## src/rtl/sample_msg_router_pkg.sv

```systemverilog
`default_nettype none
// ============================================================================
// Module : sample_msg_router_pkg
// Shared FSM encoding and header field offsets for the message router blocks.
// Rev    : 1.0
// ============================================================================
package sample_msg_router_pkg;

    typedef enum logic [1:0] {
        ST_IDLE = 2'd0,
        ST_BODY = 2'd1,
        ST_DROP = 2'd2
    } state_t;

    // Field positions are given relative to the word width: flag at WDTH-c_flag_off,
    // channel MSB at WDTH-c_chan_off, length starting at bit c_len_lsb.
    localparam int c_flag_off = 1;
    localparam int c_chan_off = 2;
    localparam int c_len_lsb  = 0;

endpackage
`default_nettype wire

```

## src/rtl/sample_msg_router_if.sv

```systemverilog
`default_nettype none
// ============================================================================
// Module : sample_msg_router_if
// Input stream and sample/message output bundle of the message router.
// Rev    : 1.0
// ============================================================================
interface sample_msg_router_if #(
    parameter int WDTH   = 32,
    parameter int CHAN_W = 2
);
    logic [WDTH-1:0]   in_data;
    logic              in_nd;
    logic [WDTH-1:0]   out_samples;
    logic              out_samples_nd;
    logic [WDTH-1:0]   out_msg;
    logic              out_msg_nd;
    logic [CHAN_W-1:0] out_msg_chan;
    logic              error;

    modport master (
        output in_data, in_nd,
        input  out_samples, out_samples_nd, out_msg, out_msg_nd, out_msg_chan, error
    );

    modport slave (
        input  in_data, in_nd,
        output out_samples, out_samples_nd, out_msg, out_msg_nd, out_msg_chan, error
    );
endinterface
`default_nettype wire

```

## src/rtl/sample_msg_router_fifo.sv

```systemverilog
`default_nettype none
// ============================================================================
// Module : msg_buffer_fifo
// Circular message buffer; words become readable only once committed.
// Rev    : 1.0
// ============================================================================
module msg_buffer_fifo #(
    parameter int WDTH  = 32,
    parameter int DEPTH = 128
) (
    input  wire logic            clk,
    input  wire logic            rst_n,
    input  wire logic            i_wr_en,
    input  wire logic [WDTH-1:0] i_wr_data,
    input  wire logic            i_commit,
    input  wire logic            i_rewind,
    output logic                 o_full,
    output logic                 o_rd_valid,
    output logic [WDTH-1:0]      o_rd_data
);
    localparam int PTR_W = $clog2(DEPTH);

    logic [WDTH-1:0]  r_mem [DEPTH];
    logic [PTR_W-1:0] r_wr_ptr;
    logic [PTR_W-1:0] r_cm_ptr;
    logic [PTR_W-1:0] r_rd_ptr;
    logic [PTR_W-1:0] w_wr_inc;
    logic             r_rd_valid;
    logic [WDTH-1:0]  r_rd_data;

    // One slot always stays empty so full and empty are distinguishable.
    assign w_wr_inc = r_wr_ptr + 1'b1;
    assign o_full   = (w_wr_inc == r_rd_ptr);

    always_ff @(posedge clk) begin
        if (i_wr_en) begin
            r_mem[r_wr_ptr] <= i_wr_data;
        end
    end

    always_ff @(posedge clk or negedge rst_n) begin
        if (!rst_n) begin
            r_wr_ptr   <= '0;
            r_cm_ptr   <= '0;
            r_rd_ptr   <= '0;
            r_rd_valid <= 1'b0;
            r_rd_data  <= '0;
        end else begin
            if (i_rewind) begin
                r_wr_ptr <= r_cm_ptr;
            end else if (i_wr_en) begin
                r_wr_ptr <= w_wr_inc;
                if (i_commit) begin
                    r_cm_ptr <= w_wr_inc;
                end
            end

            if (r_rd_ptr != r_cm_ptr) begin
                r_rd_data  <= r_mem[r_rd_ptr];
                r_rd_ptr   <= r_rd_ptr + 1'b1;
                r_rd_valid <= 1'b1;
            end else begin
                r_rd_valid <= 1'b0;
            end
        end
    end

    assign o_rd_valid = r_rd_valid;
    assign o_rd_data  = r_rd_data;

endmodule
`default_nettype wire

```

## src/rtl/sample_msg_router.sv

```systemverilog
`default_nettype none
// ============================================================================
// Module : sample_msg_router
// Splits the input stream into immediate samples and buffered, whole messages.
// Rev    : 1.0
// ============================================================================
module sample_msg_router
    import sample_msg_router_pkg::*;
#(
    parameter int               WDTH      = 32,
    parameter int               N_CHAN    = 4,
    parameter int               LEN_W     = 8,
    parameter int               MAX_LEN   = 64,
    parameter int               BUF_DEPTH = 128,
    parameter logic [N_CHAN-1:0] CHAN_MASK = '1
) (
    input wire logic          clk,
    input wire logic          rst_n,
    sample_msg_router_if.slave bus
);
    localparam int          c_chan_w  = $clog2(N_CHAN);
    localparam logic [31:0] c_max_len = 32'(MAX_LEN);

    state_t               r_state;
    state_t               w_state_nxt;
    logic [LEN_W-1:0]     r_cnt;
    logic [LEN_W-1:0]     w_cnt_nxt;

    logic                 w_flag;
    logic [c_chan_w-1:0]  w_chan;
    logic [LEN_W-1:0]     w_len;
    logic                 w_len_ok;
    logic                 w_chan_en;

    logic                 w_wr_en;
    logic                 w_commit;
    logic                 w_rewind;
    logic                 w_full;
    logic                 w_err;
    logic                 w_smp;
    logic                 w_rd_valid;
    logic [WDTH-1:0]      w_rd_data;

    logic [WDTH-1:0]      r_samples;
    logic                 r_samples_nd;
    logic [WDTH-1:0]      r_msg;
    logic                 r_msg_nd;
    logic [c_chan_w-1:0]  r_msg_chan;
    logic [LEN_W-1:0]     r_rd_left;
    logic                 r_error;

    assign w_flag    = bus.in_data[WDTH-c_flag_off];
    assign w_chan    = bus.in_data[WDTH-c_chan_off -: c_chan_w];
    assign w_len     = bus.in_data[c_len_lsb +: LEN_W];
    assign w_len_ok  = (32'(w_len) <= c_max_len);
    assign w_chan_en = CHAN_MASK[w_chan];

    msg_buffer_fifo #(
        .WDTH  (WDTH),
        .DEPTH (BUF_DEPTH)
    ) u_fifo (
        .clk        (clk),
        .rst_n      (rst_n),
        .i_wr_en    (w_wr_en),
        .i_wr_data  (bus.in_data),
        .i_commit   (w_commit),
        .i_rewind   (w_rewind),
        .o_full     (w_full),
        .o_rd_valid (w_rd_valid),
        .o_rd_data  (w_rd_data)
    );

    always_ff @(posedge clk or negedge rst_n) begin
        if (!rst_n) begin
            r_state <= ST_IDLE;
            r_cnt   <= '0;
        end else begin
            r_state <= w_state_nxt;
            r_cnt   <= w_cnt_nxt;
        end
    end

    always_comb begin
        w_state_nxt = r_state;
        w_cnt_nxt   = r_cnt;
        w_wr_en     = 1'b0;
        w_commit    = 1'b0;
        w_rewind    = 1'b0;
        w_err       = 1'b0;
        w_smp       = 1'b0;
        unique case (r_state)
            ST_IDLE: begin
                if (bus.in_nd) begin
                    if (!w_flag) begin
                        w_smp = 1'b1;
                    end else if (!w_len_ok || !w_chan_en || w_full) begin
                        // Trust the length field to skip the body and realign.
                        w_err    = !w_len_ok || w_full;
                        w_rewind = w_len_ok && w_chan_en;
                        if (w_len != '0) begin
                            w_state_nxt = ST_DROP;
                            w_cnt_nxt   = w_len;
                        end
                    end else begin
                        w_wr_en = 1'b1;
                        if (w_len == '0) begin
                            w_commit = 1'b1;
                        end else begin
                            w_state_nxt = ST_BODY;
                            w_cnt_nxt   = w_len;
                        end
                    end
                end
            end
            ST_BODY: begin
                if (bus.in_nd) begin
                    w_cnt_nxt = r_cnt - 1'b1;
                    if (w_full) begin
                        w_rewind    = 1'b1;
                        w_err       = 1'b1;
                        w_state_nxt = (r_cnt == LEN_W'(1)) ? ST_IDLE : ST_DROP;
                    end else begin
                        w_wr_en = 1'b1;
                        if (r_cnt == LEN_W'(1)) begin
                            w_commit    = 1'b1;
                            w_state_nxt = ST_IDLE;
                        end
                    end
                end
            end
            ST_DROP: begin
                if (bus.in_nd) begin
                    w_cnt_nxt = r_cnt - 1'b1;
                    if (r_cnt == LEN_W'(1)) begin
                        w_state_nxt = ST_IDLE;
                    end
                end
            end
            default: begin
                w_state_nxt = ST_IDLE;
                w_cnt_nxt   = '0;
            end
        endcase
    end

    always_ff @(posedge clk or negedge rst_n) begin
        if (!rst_n) begin
            r_samples    <= '0;
            r_samples_nd <= 1'b0;
            r_error      <= 1'b0;
        end else begin
            r_samples_nd <= w_smp;
            r_error      <= w_err;
            if (w_smp) begin
                r_samples <= bus.in_data;
            end
        end
    end

    // Only committed, legal messages reach the buffer, so a zero word count
    // always means the next word out is a header.
    always_ff @(posedge clk or negedge rst_n) begin
        if (!rst_n) begin
            r_msg      <= '0;
            r_msg_nd   <= 1'b0;
            r_msg_chan <= '0;
            r_rd_left  <= '0;
        end else begin
            r_msg_nd <= w_rd_valid;
            if (w_rd_valid) begin
                r_msg <= w_rd_data;
                if (r_rd_left == '0) begin
                    r_msg_chan <= w_rd_data[WDTH-c_chan_off -: c_chan_w];
                    r_rd_left  <= w_rd_data[c_len_lsb +: LEN_W];
                end else begin
                    r_rd_left <= r_rd_left - 1'b1;
                end
            end
        end
    end

    assign bus.out_samples    = r_samples;
    assign bus.out_samples_nd = r_samples_nd;
    assign bus.out_msg        = r_msg;
    assign bus.out_msg_nd     = r_msg_nd;
    assign bus.out_msg_chan   = r_msg_chan;
    assign bus.error          = r_error;

endmodule
`default_nettype wire
```

## src/flat_wrapper.sv

```systemverilog
// flat-port wrapper written by rule: the top's interface ports become plain ports
module sample_msg_router_flat import sample_msg_router_pkg::*;
#(
    parameter int               WDTH      = 32,
    parameter int               N_CHAN    = 4,
    parameter int               LEN_W     = 8,
    parameter int               MAX_LEN   = 64,
    parameter int               BUF_DEPTH = 128,
    parameter logic [N_CHAN-1:0] CHAN_MASK = '1
)
  (clk, rst_n, bus_in_data, bus_in_nd, bus_out_samples, bus_out_samples_nd, bus_out_msg, bus_out_msg_nd, bus_out_msg_chan, bus_error);
  sample_msg_router_if #(.WDTH(WDTH)) bus_i ();
  input wire logic clk;
  input wire logic rst_n;
  input wire logic [$bits(bus_i.in_data)-1:0] bus_in_data;
  input wire logic [$bits(bus_i.in_nd)-1:0] bus_in_nd;
  output wire logic [$bits(bus_i.out_samples)-1:0] bus_out_samples;
  output wire logic [$bits(bus_i.out_samples_nd)-1:0] bus_out_samples_nd;
  output wire logic [$bits(bus_i.out_msg)-1:0] bus_out_msg;
  output wire logic [$bits(bus_i.out_msg_nd)-1:0] bus_out_msg_nd;
  output wire logic [$bits(bus_i.out_msg_chan)-1:0] bus_out_msg_chan;
  output wire logic [$bits(bus_i.error)-1:0] bus_error;
  assign bus_i.in_data = bus_in_data;
  assign bus_i.in_nd = bus_in_nd;
  assign bus_out_samples = bus_i.out_samples;
  assign bus_out_samples_nd = bus_i.out_samples_nd;
  assign bus_out_msg = bus_i.out_msg;
  assign bus_out_msg_nd = bus_i.out_msg_nd;
  assign bus_out_msg_chan = bus_i.out_msg_chan;
  assign bus_error = bus_i.error;
  sample_msg_router #(.WDTH(WDTH), .N_CHAN(N_CHAN), .LEN_W(LEN_W), .MAX_LEN(MAX_LEN), .BUF_DEPTH(BUF_DEPTH), .CHAN_MASK(CHAN_MASK)) u_core (.clk(clk), .rst_n(rst_n), .bus(bus_i));
endmodule
```

## config.mk

```make
export PLATFORM = sky130hd
export DESIGN_NAME = sample_msg_router_flat
export DESIGN_NICKNAME = d
export VERILOG_FILES = /design/src/rtl/sample_msg_router_pkg.sv /design/src/rtl/sample_msg_router_if.sv /design/src/rtl/sample_msg_router_fifo.sv /design/src/rtl/sample_msg_router.sv /design/src/flat_wrapper.sv
export SDC_FILE = /design/constraint.sdc
export NUM_CORES = 2
export LEC_CHECK = 0
export CORE_MARGIN = 4
export CORE_UTILIZATION = 40
export CTS_CLUSTER_DIAMETER = 100
export DETAILED_ROUTE_END_ITERATION = 8
export PLACE_DENSITY = 0.52
export SLEW_MARGIN = 20
export SYNTH_ARGS = -nofsm -noshare
export SYNTH_HDL_FRONTEND = slang
export SYNTH_SLANG_ARGS = --single-unit
export TNS_END_PERCENT = 50
```

## constraint.sdc

```tcl
create_clock -name clk -period 4.3 [get_ports clk]
set_input_delay 0.43 -clock clk [delete_from_list [all_inputs] [get_ports clk]]
set_output_delay 0.43 -clock clk [all_outputs]
set_load 0.005 [all_outputs]
```

==> qor.csv <==
stage;metric;value;unit
setup_path;cp_top_family;compound AO/OA/AOI/OAI gates;
drt;dr.pass1.iters;5;
timing;relSlewSlack;11.7;%
power_and_ir_drop;clockPowerShare;29.8;%
logic_synthesis;async_flop_share;3.33;%
layout;fin_util;47.0;%
global_route;grt_max_degree;130;
clock_tree;cts_sinks;4237;
power_and_ir_drop;p_per_area;651;nW/um2
logic_synthesis;ys_warn_count;0;
run_status;outcome;finished with violations;
power_and_ir_drop;p_total;125;mW
clock_tree;numCtsBuffers;445;
die;io_pins;104;
logic_synthesis;synth_area;164000;um2
run_status;violations;hold timing;
logic_synthesis;synth.distinct_cells;87;
drt;drc;0;
clock_tree;cts_setup_buffers;0;
timing;max_clock_freq;235;MHz
logic_synthesis;synth_common_cells;edfxtp_1 (4096), mux4_2 (840), mux2i_1 (488);
setup_path;critical_path_class;reg2reg;
drt;vias_per_cell;5.98;
logic_synthesis;synth_top_area_cell;edfxtp_1;
layout;final_nets;8356;
die;initial_core_util;40.3;%
power_and_ir_drop;power.leakage;61.3;nW
setup_path;worstPathArrival;5.11;ns
logic_synthesis;syn_nets;7614;
drt;drt_iter0_markers;12000;
global_route;grt_pass1_wl;719000;um
logic_synthesis;synth_top_area_share;75.0;%
drt;routed_wl;530000;um
power_and_ir_drop;switching_share;33.7;%
logic_synthesis;post-synth-top-count-cell;edfxtp_1;
global_route;antenna_found_initial;46;
timing;finalCritPeriodShare;99.1;%
power_and_ir_drop;ir_worst_vdd;443;uV
worst_hold_path;min_path_type;in2reg;
setup_path;cp_num_buf_inv;2;
placed_design;dp_hpwl;318000;um
layout;drive_gt1_share;27.3;%
setup_path;crit_path_cell_trace;buf_12 > buf_4 > mux4_2 > o21ai_0 > a21oi_1 > a211oi_1 > o31ai_1;
clock_tree;htreeDepth;5;
logic_synthesis;syn_inst;7569;
timing;hold_ws;-0.0202;ns
setup_path;path_max_fanout;57;
die;rows;234;
placed_design;placedInstanceArea;177000;um2
power_and_ir_drop;power.net_switching;42.0;mW
logic_synthesis;synth_edf_count;4096;
power_and_ir_drop;internal-power;82.6;mW
timing;hold_violations;1;
drt;antenna_left;0;
logic_synthesis;ys_seq_area_share;77.1;%
timing;final.min_clock_period;4.26;ns
timing;rsz0062_at_grt;no;
die;dieArea;421000;um2
setup_path;r2r_slack;0.04;ns
clock_tree;path_clk_slew;0.06;ns
drt;wl_per_cell;37.5;um
placed_design;portBuffers;103;
global_route;grt_usage;24.8;%
setup_path;cp.required;5.15;ns
drt;via_count;84500;
layout;final_area;191000;um2
setup_path;crit_path_top_delay_cell;dfrtp_4;
timing;worst_pin_slew;1.32;ns
power_and_ir_drop;pwr-share-comb;32.1;%
logic_synthesis;synth_area_leaders;edfxtp_1 (75%), mux4_2 (12%), mux2i_1 (3.0%), dfrtp_1 (2.2%), mux4_1 (0.70%);
clock_tree;clockRootBuffer;clkbuf_16;
clock_tree;cts_hold_buf;18;
setup_path;crit_path_end_kind;flop;
setup_path;start_kind;flop;
global_route;grt_pass1_vias;83700;
die;die_h;649;um
logic_synthesis;synth_ff_type;edfxtp_1;
timing;fin_skew;0.0737;ns
setup_path;slowest_delay;0.99;ns
timing;drv_slew;0;
clock_tree;cts_buffer_depth;4;
flow_run;max-cap-violations;0;
clock_tree;post_cts_resize_count;0;
clock_tree;cts_tree;done;
placed_design;routabilityCongestion;0.850;
layout;areaGrowthSynthToFinish;16.7;%
power_and_ir_drop;p_seq_share;38.1;%
logic_synthesis;synth-seq-cells;4237;
timing;setup_viol_count_final;0;
clock_tree;clkLatencyLatePin;1.00;ns
die;fp.dieW;649;um
logic_synthesis;syn_area_per_cell;21.7;um2
global_route;grt_remaining_overflow;0;
die;core-area;408000;um2
[cell families after synthesis]
logic type	count (synthesis)	share of synthesized area [%]
flip-flops	4237	77.1
multiplexers	1428	15.6
AO/OA/AOI/OAI	752	3.27
AND/OR/NAND/NOR	657	1.77
buffers and inverters	457	2.00
XOR/XNOR	28	0.183
adder cells (fa/ha/maj)	10	0.0762
[per-layer routing]
layer | GRT usage (%) | vias up | wire, um
li1 | - | 33400 | -
met1 | 34.9 | 46500 | 217000
met2 | 39.4 | 3887 | 250000
met3 | 4.19 | 714 | 42600
met4 | 8.55 | 2 | 20600
met5 | 0 | - | 13
[area by class of cell]
cell class / instances / area, um2
Clock inverter: 266 / 2290
Timing Repair Buffer: 731 / 8520
Tap cell: 5428 / 6790
Multi-Input combinational cell: 2875 / 35400
Antenna cell: 15 / 37.5
Fill cell: 33700 / 216000
Sequential cell: 4237 / 127000
Inverter: 21 / 96.3
Clock buffer: 551 / 11700
[state kept, by name, indices dropped and copies added, names as in the netlist, 2 cells and up]
signal	cells
u_core.r_cnt	8
u_core.bus.out_samples	32
u_core.bus.out_msg_chan	2
u_core.bus.out_msg	32
u_core.u_fifo.r_wr_ptr	7
u_core.u_fifo.r_rd_ptr	7
u_core.u_fifo.o_rd_data	32
u_core.r_rd_left	8
u_core.u_fifo.r_cm_ptr	7
u_core.r_state	2
u_core.u_fifo.r_mem	4096
[worst register-to-register path: stages (launching register included)]
cell	delay [ns]
dfrtp_4	0.99
buf_12	0.39
buf_4	0.54
mux4_2	0.38
o21ai_0	0.69
a21oi_1	0.14
a211oi_1	0.85
o31ai_1	0.15
[layout by cell type, fill, tap and decap left out, drive strengths merged, types with 49 or more instances in the layout]
cell and count:
o221ai 72, a221oi 111, mux4 884, nor2 202, a22oi 66, o21ai 118
a21oi 171, clkdlybuf4s50 70, mux2 56, clkbuf 551, nand2 275, nand3 51
dfrtp 141, edfxtp 4096, buf 643, clkinv 218, mux2i 488, o22ai 49
[final timing paths]
kind	start	endpoint	depth (start not counted)
hold reg to reg	u_core.u_fifo.o_rd_data[13]	u_core.u_fifo.o_rd_data[13]	2
max in group asynchronous	rst_n	u_core.u_fifo.o_rd_valid	4
min in group asynchronous	rst_n	u_core.r_cnt[5]	3
hold / removal	bus_in_data[15]	u_core.bus.out_samples[15]	3
setup reg to reg	u_core.u_fifo.r_rd_ptr[1]	u_core.u_fifo.o_rd_data[0]	7
setup / recovery	u_core.u_fifo.r_rd_ptr[1]	u_core.u_fifo.o_rd_data[0]	7
[stage by stage]
step / instances / setup slack, ns / setup TNS (ns)
floorplan: 7569 / 0.446 / 0
global placement: 13300 / -0.676 / -0.982
detailed placement: 13300 / -0.0194 / -0.0194
CTS: 14100 / 0.0104 / 0
global route: 14100 / 0.0347 / 0
finish: 14100 / 0.0366 / 0
[power groups by stage]
stage	Sequential (mW)	Clock (mW)	Combinational (mW)
global route	47.4	39.5	41.4
CTS	47.4	37.7	40.1
floorplan	47.3	0	22.4
finish	47.4	37.1	40.0
global placement	48.2	0	39.9
detailed placement	48.3	0	40.0
(Power assumes the default switching activity.)
